--- src/rtl/nibram_port_arbiter_pkg.sv ---
// Shared encodings and default widths for the nibble-RAM port-A arbiter.
// Used by nibram_port_arbiter and nibram_fill.
package nibram_port_arbiter_pkg;

  localparam int ADDR_W_DEF = 12;
  localparam int DATA_W_DEF = 4;

  typedef enum logic {
    ST_IDLE = 1'b0,
    ST_FILL = 1'b1
  } state_t;

  typedef enum logic {
    GNT_M0 = 1'b0,
    GNT_M1 = 1'b1
  } gnt_t;

endpackage

--- src/rtl/nibram_fill.sv ---
// Fill engine: walks every RAM address once, writing a latched constant nibble.
// Only instantiated when NIBRAM_FILL_EN is defined.
module nibram_fill
  import nibram_port_arbiter_pkg::*;
#(
  parameter int ADDR_W = ADDR_W_DEF,
  parameter int DATA_W = DATA_W_DEF
) (
  input  logic              clk,
  input  logic              reset,
  input  logic              start,
  input  logic [DATA_W-1:0] value,
  output logic              busy,
  output logic [ADDR_W-1:0] addr,
  output logic [DATA_W-1:0] data,
  output logic              done
);

  logic              busy_r;
  logic [ADDR_W-1:0] cnt_r;
  logic [DATA_W-1:0] value_r;
  logic              done_s;

  // The last write of a fill is the one to the all-ones address.
  assign done_s = busy_r && (cnt_r == {ADDR_W{1'b1}});

  // Counter, latched value and busy flag.
  always_ff @(posedge clk) begin
    if (reset) begin
      busy_r  <= 1'b0;
      cnt_r   <= {ADDR_W{1'b0}};
      value_r <= {DATA_W{1'b0}};
    end else if (start && !busy_r) begin
      busy_r  <= 1'b1;
      cnt_r   <= {ADDR_W{1'b0}};
      value_r <= value;
    end else if (busy_r) begin
      busy_r  <= !done_s;
      cnt_r   <= cnt_r + {{(ADDR_W-1){1'b0}}, 1'b1};
      value_r <= value_r;
    end else begin
      busy_r  <= busy_r;
      cnt_r   <= cnt_r;
      value_r <= value_r;
    end
  end

  assign busy = busy_r;
  assign addr = cnt_r;
  assign data = value_r;
  assign done = done_s;

endmodule

--- src/rtl/nibram_port_arbiter.sv ---
// Round-robin arbiter sharing port A of a 4096x4 block RAM between two requesters.
// Optional fill engine enabled by defining NIBRAM_FILL_EN.
module nibram_port_arbiter
  import nibram_port_arbiter_pkg::*;
#(
  parameter int ADDR_W = ADDR_W_DEF,
  parameter int DATA_W = DATA_W_DEF
) (
  input  logic              clk,
  input  logic              reset,
  input  logic              m0_req,
  input  logic [ADDR_W-1:0] m0_addr,
  input  logic              m0_wren,
  input  logic [DATA_W-1:0] m0_wrdata,
  output logic              m0_ack,
  output logic [DATA_W-1:0] m0_rddata,
  output logic              m0_rdvalid,
  input  logic              m1_req,
  input  logic [ADDR_W-1:0] m1_addr,
  input  logic              m1_wren,
  input  logic [DATA_W-1:0] m1_wrdata,
  output logic              m1_ack,
  output logic [DATA_W-1:0] m1_rddata,
  output logic              m1_rdvalid,
  input  logic              fill_start,
  input  logic [DATA_W-1:0] fill_value,
  output logic              fill_busy,
  output logic              ram_en,
  output logic              ram_we,
  output logic [ADDR_W-1:0] ram_addr,
  output logic [DATA_W-1:0] ram_di,
  input  logic [DATA_W-1:0] ram_do
);

  state_t            state_r;
  gnt_t              last_r;
  gnt_t              rd_tag_r;
  logic              m0_rdvalid_r;
  logic              m1_rdvalid_r;
  logic [DATA_W-1:0] m0_hold_r;
  logic [DATA_W-1:0] m1_hold_r;
  logic              gnt0_s;
  logic              gnt1_s;
  logic              fill_go_s;
  logic              fill_busy_s;
  logic              fill_done_s;
  logic [ADDR_W-1:0] fill_addr_s;
  logic [DATA_W-1:0] fill_data_s;

`ifdef NIBRAM_FILL_EN
  assign fill_go_s = fill_start && (state_r == ST_IDLE) && !reset;

  nibram_fill #(
    .ADDR_W (ADDR_W),
    .DATA_W (DATA_W)
  ) u_fill (
    .clk   (clk),
    .reset (reset),
    .start (fill_go_s),
    .value (fill_value),
    .busy  (fill_busy_s),
    .addr  (fill_addr_s),
    .data  (fill_data_s),
    .done  (fill_done_s)
  );
`else
  logic unused_fill_s;
  assign unused_fill_s = ^{fill_start, fill_value};
  assign fill_go_s     = 1'b0;
  assign fill_busy_s   = 1'b0;
  assign fill_done_s   = 1'b0;
  assign fill_addr_s   = {ADDR_W{1'b0}};
  assign fill_data_s   = {DATA_W{1'b0}};
`endif

  // Grant selection: none during reset, fill, or the cycle a fill is accepted.
  always_comb begin
    gnt0_s = 1'b0;
    gnt1_s = 1'b0;
    if (reset || (state_r != ST_IDLE) || fill_go_s) begin
      gnt0_s = 1'b0;
      gnt1_s = 1'b0;
    end else if (m0_req && m1_req) begin
      if (last_r == GNT_M1) begin
        gnt0_s = 1'b1;
      end else begin
        gnt1_s = 1'b1;
      end
    end else if (m0_req) begin
      gnt0_s = 1'b1;
    end else if (m1_req) begin
      gnt1_s = 1'b1;
    end else begin
      gnt0_s = 1'b0;
      gnt1_s = 1'b0;
    end
  end

  // Port A steering: fill engine, then granted requester, else idle.
  always_comb begin
    ram_en   = 1'b0;
    ram_we   = 1'b0;
    ram_addr = {ADDR_W{1'b0}};
    ram_di   = {DATA_W{1'b0}};
    if (reset) begin
      ram_en = 1'b0;
    end else if (fill_busy_s) begin
      ram_en   = 1'b1;
      ram_we   = 1'b1;
      ram_addr = fill_addr_s;
      ram_di   = fill_data_s;
    end else if (gnt0_s) begin
      ram_en   = 1'b1;
      ram_we   = m0_wren;
      ram_addr = m0_addr;
      ram_di   = m0_wrdata;
    end else if (gnt1_s) begin
      ram_en   = 1'b1;
      ram_we   = m1_wren;
      ram_addr = m1_addr;
      ram_di   = m1_wrdata;
    end else begin
      ram_en = 1'b0;
    end
  end

  // State machine, last-grant pointer and read-return tracking.
  always_ff @(posedge clk) begin
    if (reset) begin
      state_r      <= ST_IDLE;
      last_r       <= GNT_M1;
      rd_tag_r     <= GNT_M0;
      m0_rdvalid_r <= 1'b0;
      m1_rdvalid_r <= 1'b0;
      m0_hold_r    <= {DATA_W{1'b0}};
      m1_hold_r    <= {DATA_W{1'b0}};
    end else begin
      case (state_r)
        ST_IDLE: state_r <= fill_go_s ? ST_FILL : ST_IDLE;
        ST_FILL: state_r <= fill_done_s ? ST_IDLE : ST_FILL;
        default: state_r <= ST_IDLE;
      endcase
      if (gnt0_s) begin
        last_r   <= GNT_M0;
        rd_tag_r <= GNT_M0;
      end else if (gnt1_s) begin
        last_r   <= GNT_M1;
        rd_tag_r <= GNT_M1;
      end else begin
        last_r   <= last_r;
        rd_tag_r <= rd_tag_r;
      end
      m0_rdvalid_r <= gnt0_s && !m0_wren;
      m1_rdvalid_r <= gnt1_s && !m1_wren;
      // Hold the returned nibble so rddata stays stable after the pulse.
      m0_hold_r <= (m0_rdvalid_r && (rd_tag_r == GNT_M0)) ? ram_do : m0_hold_r;
      m1_hold_r <= (m1_rdvalid_r && (rd_tag_r == GNT_M1)) ? ram_do : m1_hold_r;
    end
  end

  assign m0_ack     = gnt0_s;
  assign m1_ack     = gnt1_s;
  assign m0_rdvalid = m0_rdvalid_r;
  assign m1_rdvalid = m1_rdvalid_r;
  assign m0_rddata  = (m0_rdvalid_r && (rd_tag_r == GNT_M0)) ? ram_do : m0_hold_r;
  assign m1_rddata  = (m1_rdvalid_r && (rd_tag_r == GNT_M1)) ? ram_do : m1_hold_r;
  assign fill_busy  = fill_busy_s;

endmodule

--- config.mk ---
export PLATFORM = sky130hd
export DESIGN_NAME = nibram_port_arbiter
export DESIGN_NICKNAME = d
export VERILOG_FILES = /design/src/rtl/nibram_port_arbiter_pkg.sv /design/src/rtl/nibram_fill.sv /design/src/rtl/nibram_port_arbiter.sv
export SDC_FILE = /design/constraint.sdc
export NUM_CORES = 1
export LEC_CHECK = 0
export ABC_CLOCK_PERIOD_IN_PS = 1560
export CORE_MARGIN = 1.5
export CORE_UTILIZATION = 28
export CTS_BUF_LIST = sky130_fd_sc_hd__clkbuf_4 sky130_fd_sc_hd__clkbuf_8 sky130_fd_sc_hd__clkbuf_16
export DETAILED_ROUTE_END_ITERATION = 7
export PLACE_DENSITY = 0.79
export RECOVER_POWER = 25
export SLEW_MARGIN = 20
export SYNTH_ARGS = -nofsm -noshare
export SYNTH_HDL_FRONTEND = slang
export SYNTH_SLANG_ARGS = --single-unit
--- constraint.sdc ---
create_clock -name clk -period 1.56 [get_ports clk]
set_clock_uncertainty 0.2 [all_clocks]
set_input_delay 0.312 -clock clk [delete_from_list [all_inputs] [get_ports clk]]
set_output_delay 0.312 -clock clk [all_outputs]
set_load 0.005 [all_outputs]
* After elaboration in Yosys (flattened, before gate mapping) *
Cells that the tools add are included.

operators by class
  multiplexer cells = 26
  bitwise logic cells = 2
  reductions and logical operators = 10

operator list
  operator                               count
  12-bit 2-to-1 mux                      3
  4-bit 2-to-1 mux                       5
  1-bit 2-to-1 mux                       17
  1-bit logical AND                      5
  1-bit zero test                        2
  1-bit NOT                              2
  1-bit one-hot mux with 2 select lines  1
  2-bit nonzero test                     1
  2-bit OR reduction                     1
  1-bit logical OR                       1

word-level totals
  bits in registers = 13
  input port bits = 47
  output and inout port bits = 31
  logic and storage cells = 45

* Longest topological paths before layout *
  word-level depth = 7
  depth in mapped cells = 4
  depth with buffers taken out = 3

* Least setup slack after synthesis *
No wires, ideal clock.

  path kind = input-to-output
  from = input m1_req
  to = output ram_addr[2]
  arrival = 0.898 ns
  data required time = 1.048 ns
  slack = 0.150 ns
  cell stages on the path = 4
  path buffers = 1
  cells stage by stage = a21boi_4 -> buf_4 -> a32oi_1 -> nor2_1

on the way
  word-level cells in the longest chain between the ends = 7
  elaborated cells on any way between the ends = 10
  classes of those cells = mux (9); reduce/logical (1)

ends and longest elaborated chain
  what                 RTL line                    RTL
  start, declared      nibram_port_arbiter.sv:18   input logic m1_req,
  1-bit 2-to-1 mux     nibram_port_arbiter.sv:91   end else if (m1_req) begin
  1-bit 2-to-1 mux     nibram_port_arbiter.sv:89   end else if (m0_req) begin
  1-bit 2-to-1 mux     nibram_port_arbiter.sv:83   end else if (m0_req && m1_req) begin
  1-bit 2-to-1 mux     nibram_port_arbiter.sv:80   if (reset || (state_r != ST_IDLE) || fill_go_s) begin
  12-bit 2-to-1 mux    nibram_port_arbiter.sv:117  end else if (gnt1_s) begin
  12-bit 2-to-1 mux *  nibram_port_arbiter.sv:112  end else if (gnt0_s) begin
  12-bit 2-to-1 mux *  nibram_port_arbiter.sv:105  if (reset) begin
  end, declared        nibram_port_arbiter.sv:30   output logic [ADDR_W-1:0] ram_addr,

Every way passes the cells marked *; elsewhere a longest branch is shown, timed or not.

* Worst setup path in the final report *
  from = register last_r
  to = output ram_addr[5]

on the way
  word-level cells in the longest chain between the ends = 6
  elaborated cells on any way between the ends = 9
  classes of those cells = mux (9)

ends and longest elaborated chain
  what                    RTL line                    RTL
  start, declared         nibram_port_arbiter.sv:36   gnt_t last_r;
  start signal, assigned  nibram_port_arbiter.sv:150  last_r <= last_r;
  1-bit 2-to-1 mux        nibram_port_arbiter.sv:84   if (last_r == GNT_M1) begin
  1-bit 2-to-1 mux        nibram_port_arbiter.sv:83
  1-bit 2-to-1 mux        nibram_port_arbiter.sv:80
  12-bit 2-to-1 mux       nibram_port_arbiter.sv:117
  12-bit 2-to-1 mux *     nibram_port_arbiter.sv:112
  12-bit 2-to-1 mux *     nibram_port_arbiter.sv:105

Marks and branches as above.

==> impl_metrics.json <==
{
  "timing.critical_path.slowest_stage_cell": "dfxtp_2",
  "final_nets": 231,
  "compound_gate_fraction_of_synth_area_pct": 24.7,
  "arrival_time_reported_for_the_critical_path_endpoint_ps": 1440,
  "drt-total-wl_um": 3380,
  "drt_drc_violations_left": 0,
  "cp-start-kind": "flop",
  "clk_latency_ps": 260,
  "syn-cell-area_um2": 741,
  "ys_seq_elements": 12,
  "post_drt_via_cell_ratio": 5.03,
  "initial_antenna_violation_count": 0,
  "rsz_0062_raised_after_global_routing": "true",
  "synth_top_family_by_area": "compound AO/OA/AOI/OAI gates",
  "fin_worst_hold_slack_ps": 334,
  "layout-drive-gt1-share_pct": 44.5,
  "synth_area_per_cell_um2": 8.42,
  "failing_checks": "setup timing",
  "hpwl_um": 2090,
  "area_growth_pct": 147,
  "cap_viol_max_count": 0,
  "grt_first_pass_wirelength_um": 4960,
  "worst-endpoint-required_ps": 1050,
  "synth_mux_area_share_pct": 12.2,
  "place_worst_setup_slack_ps": -851,
  "dr.first_iter.drc_count": 14,
  "grt_overflow_total": 0,
  "post-route-worst-setup-slack_ps": -390,
  "pwr_density_cell_nw_per_um2": 500,
  "worst-path-max-fanout": 5,
  "finalSetupViolCount": 27,
  "design.portCount": 78,
  "yosys.area_share.xor_xnor_pct": 0,
  "slew_viol_final": 0,
  "gp_weighted_congestion": 0.692,
  "row_count": 18,
  "io_buffers": 71,
  "layout_commonest_cell": "clkdlybuf4s50_1",
  "tns_ps": -8850,
  "cts.path.max_buffers": 2,
  "final.period_utilization_pct": 125,
  "cell_variety_after_synth": 18,
  "number_of_cells_after_detailed_placement": 191,
  "dieArea_um2": 2960,
  "tritoncts_num_sinks": 12,
  "postRouteAntennaNets": 0,
  "yosys_warnings": 0,
  "cts_max_level": 1,
  "core_area_um2": 2500,
  "cts.clk_slew.worst_paths_ps": 60,
  "fraction_of_the_mapped_netlist_area_in_adder_cells_pct": 0,
  "tritoncts_buffer_count": 3,
  "first_global_vias": 1085,
  "cts_root_buf": "clkbuf_4",
  "routed_wire_length_per_instance_um": 15.9,
  "worst_setup_path_end_kind": "output pin",
  "instances_no_fill": 212,
  "report.power.total_w": 0.000916,
  "hold_violations": 0,
  "multi_input_comb_area_um2": 528,
  "register_area_um2": 248,
  "power_leakage_nw": 0.859,
  "fp.dieH_um": 54.4,
  "initial_utilization_pct": 29.6,
  "post_synth_and_or_nand_nor_area_fraction_pct": 23.6,
  "cts_tree": "done",
  "min-delay-path-class": "primary input to flop",
  "crit_path_max_incr_delay_ps": 330,
  "grt_use_total_pct": 23.4,
  "grt_max_degree": 13,
  "syn_nets": 135,
  "crit_path_frequent_cell": "buf_6",
  "outcome": "finished, violations left",
  "vdd_ir_drop_max_mv": 0.419,
  "vias": 1066,
  "fmaxAchievable_mhz": 513,
  "n_fill_cell": 185,
  "synth.yosys.seq_area_share_pct": 32.4,
  "antennaDiodeCount": 0,
  "clock_period_minus_final_worst_setup_slack_ps": 1950,
  "syn_inst": 88,
  "crit_type": "flop to output pin",
  "most-common-layout-cells": "38 x clkdlybuf4s50_1, 20 x nor2_1, 20 x buf_2, 20 x buf_6, 13 x a32oi_1",
  "die_span_x_um": 54.4,
  "detail_route.first_pass.iterations": 4,
  "critical_path.cell_chain": "buf_6, a21boi_4, buf_6, buf_16, a32oi_1, nor2_1, buf_2"
}
kinds of logic (layout without fill, tap and decap cells):
family                 count (synthesis)  count (layout)
buffers and inverters                 10             104
multiplexers                           8               8
AND/OR/NAND/NOR                       36              36
flip-flops                            12              12
other                                  1               1
AO/OA/AOI/OAI                         21              21
through the flow:
stage,utilization [%],area [um2]
5_1_grt,73.3,1830
3_5_place_dp,62.1,1550
6_report,73.3,1830
3_3_place_gp,62.1,1550
2_1_floorplan,-,741
4_1_cts,73.1,1830
flip-flops by register name, indices dropped and copies added (netlist names):
register / flops
m0_hold_r: 4
m1_hold_r: 4
last_r: 1
m0_rdvalid: 1
m1_rdvalid: 1
rd_tag_r: 1
layer usage:
layer	wire (um)	GRT usage, %
met5	0	0
met4	79	10.8
met3	165	3.55
met2	1840	46.8
met1	1290	23.0
synthesized netlist by cell type (all sizes together):
cell type   n  area share [%]
o21ai       1            0.68
inv         1            0.51
nor2       20              10
nor2b       9             7.6
a32oi      17              20
buf         5             4.1
nand2       3             1.5
clkbuf      4             2.0
dfxtp      12              32
and2b       1             1.0
mux2        8              12
conb        1            0.51
nor3        1            0.68
a21boi      1             2.5
a21oi       2             1.4
nand2b      2             2.7
where the power goes:
group	total, W	internal, W	switching [W]
registers	0.000323	0.000317	0.00000637
clock network	0.000179	0.0000890	0.0000897
logic	0.000414	0.000269	0.000145
total	0.000916	0.000675	0.000241
final timing paths:
check | from | depth (start not counted) | end | slack (ps)
setup / recovery | last_r$_SDFFE_PP1P_ | 7 | ram_addr[5] | -390
hold / removal | m1_req | 3 | rd_tag_r$_SDFFE_PP0N_ | 330
setup reg to reg | rd_tag_r$_SDFFE_PP0N_ | 4 | m0_hold_r[2]$_SDFF_PP0_ | 80
hold reg to reg | last_r$_SDFFE_PP1P_ | 3 | last_r$_SDFFE_PP1P_ | 380
repair_timing:
item | CTS | global route
pin swaps | 20 | 17
hold buffers | 0 | 0
resized for setup | 156 | 8
buffers inserted | 14 | 1
cloned | 5 | 0
setup endpoints to repair | 30 | 28
area by class of cell:
| class | count | share of cell area (%) |
|---|---|---|
| tap | 30 | 2.05 |
| clock buffer | 3 | 1.23 |
| multi-input combinational | 66 | 28.8 |
| inverter | 1 | 0.205 |
| timing repair buffer | 100 | 54.2 |
| sequential | 12 | 13.5 |
worst max-delay path, delay by kind of cell, from the launching register on:
kind | cells | cell delay, ps
buf+inv | 4 | 520
flops | 1 | 330
compound gates | 2 | 230
simple gates | 1 | 100
No activity file was read; power rests on OpenSTA's default activity.
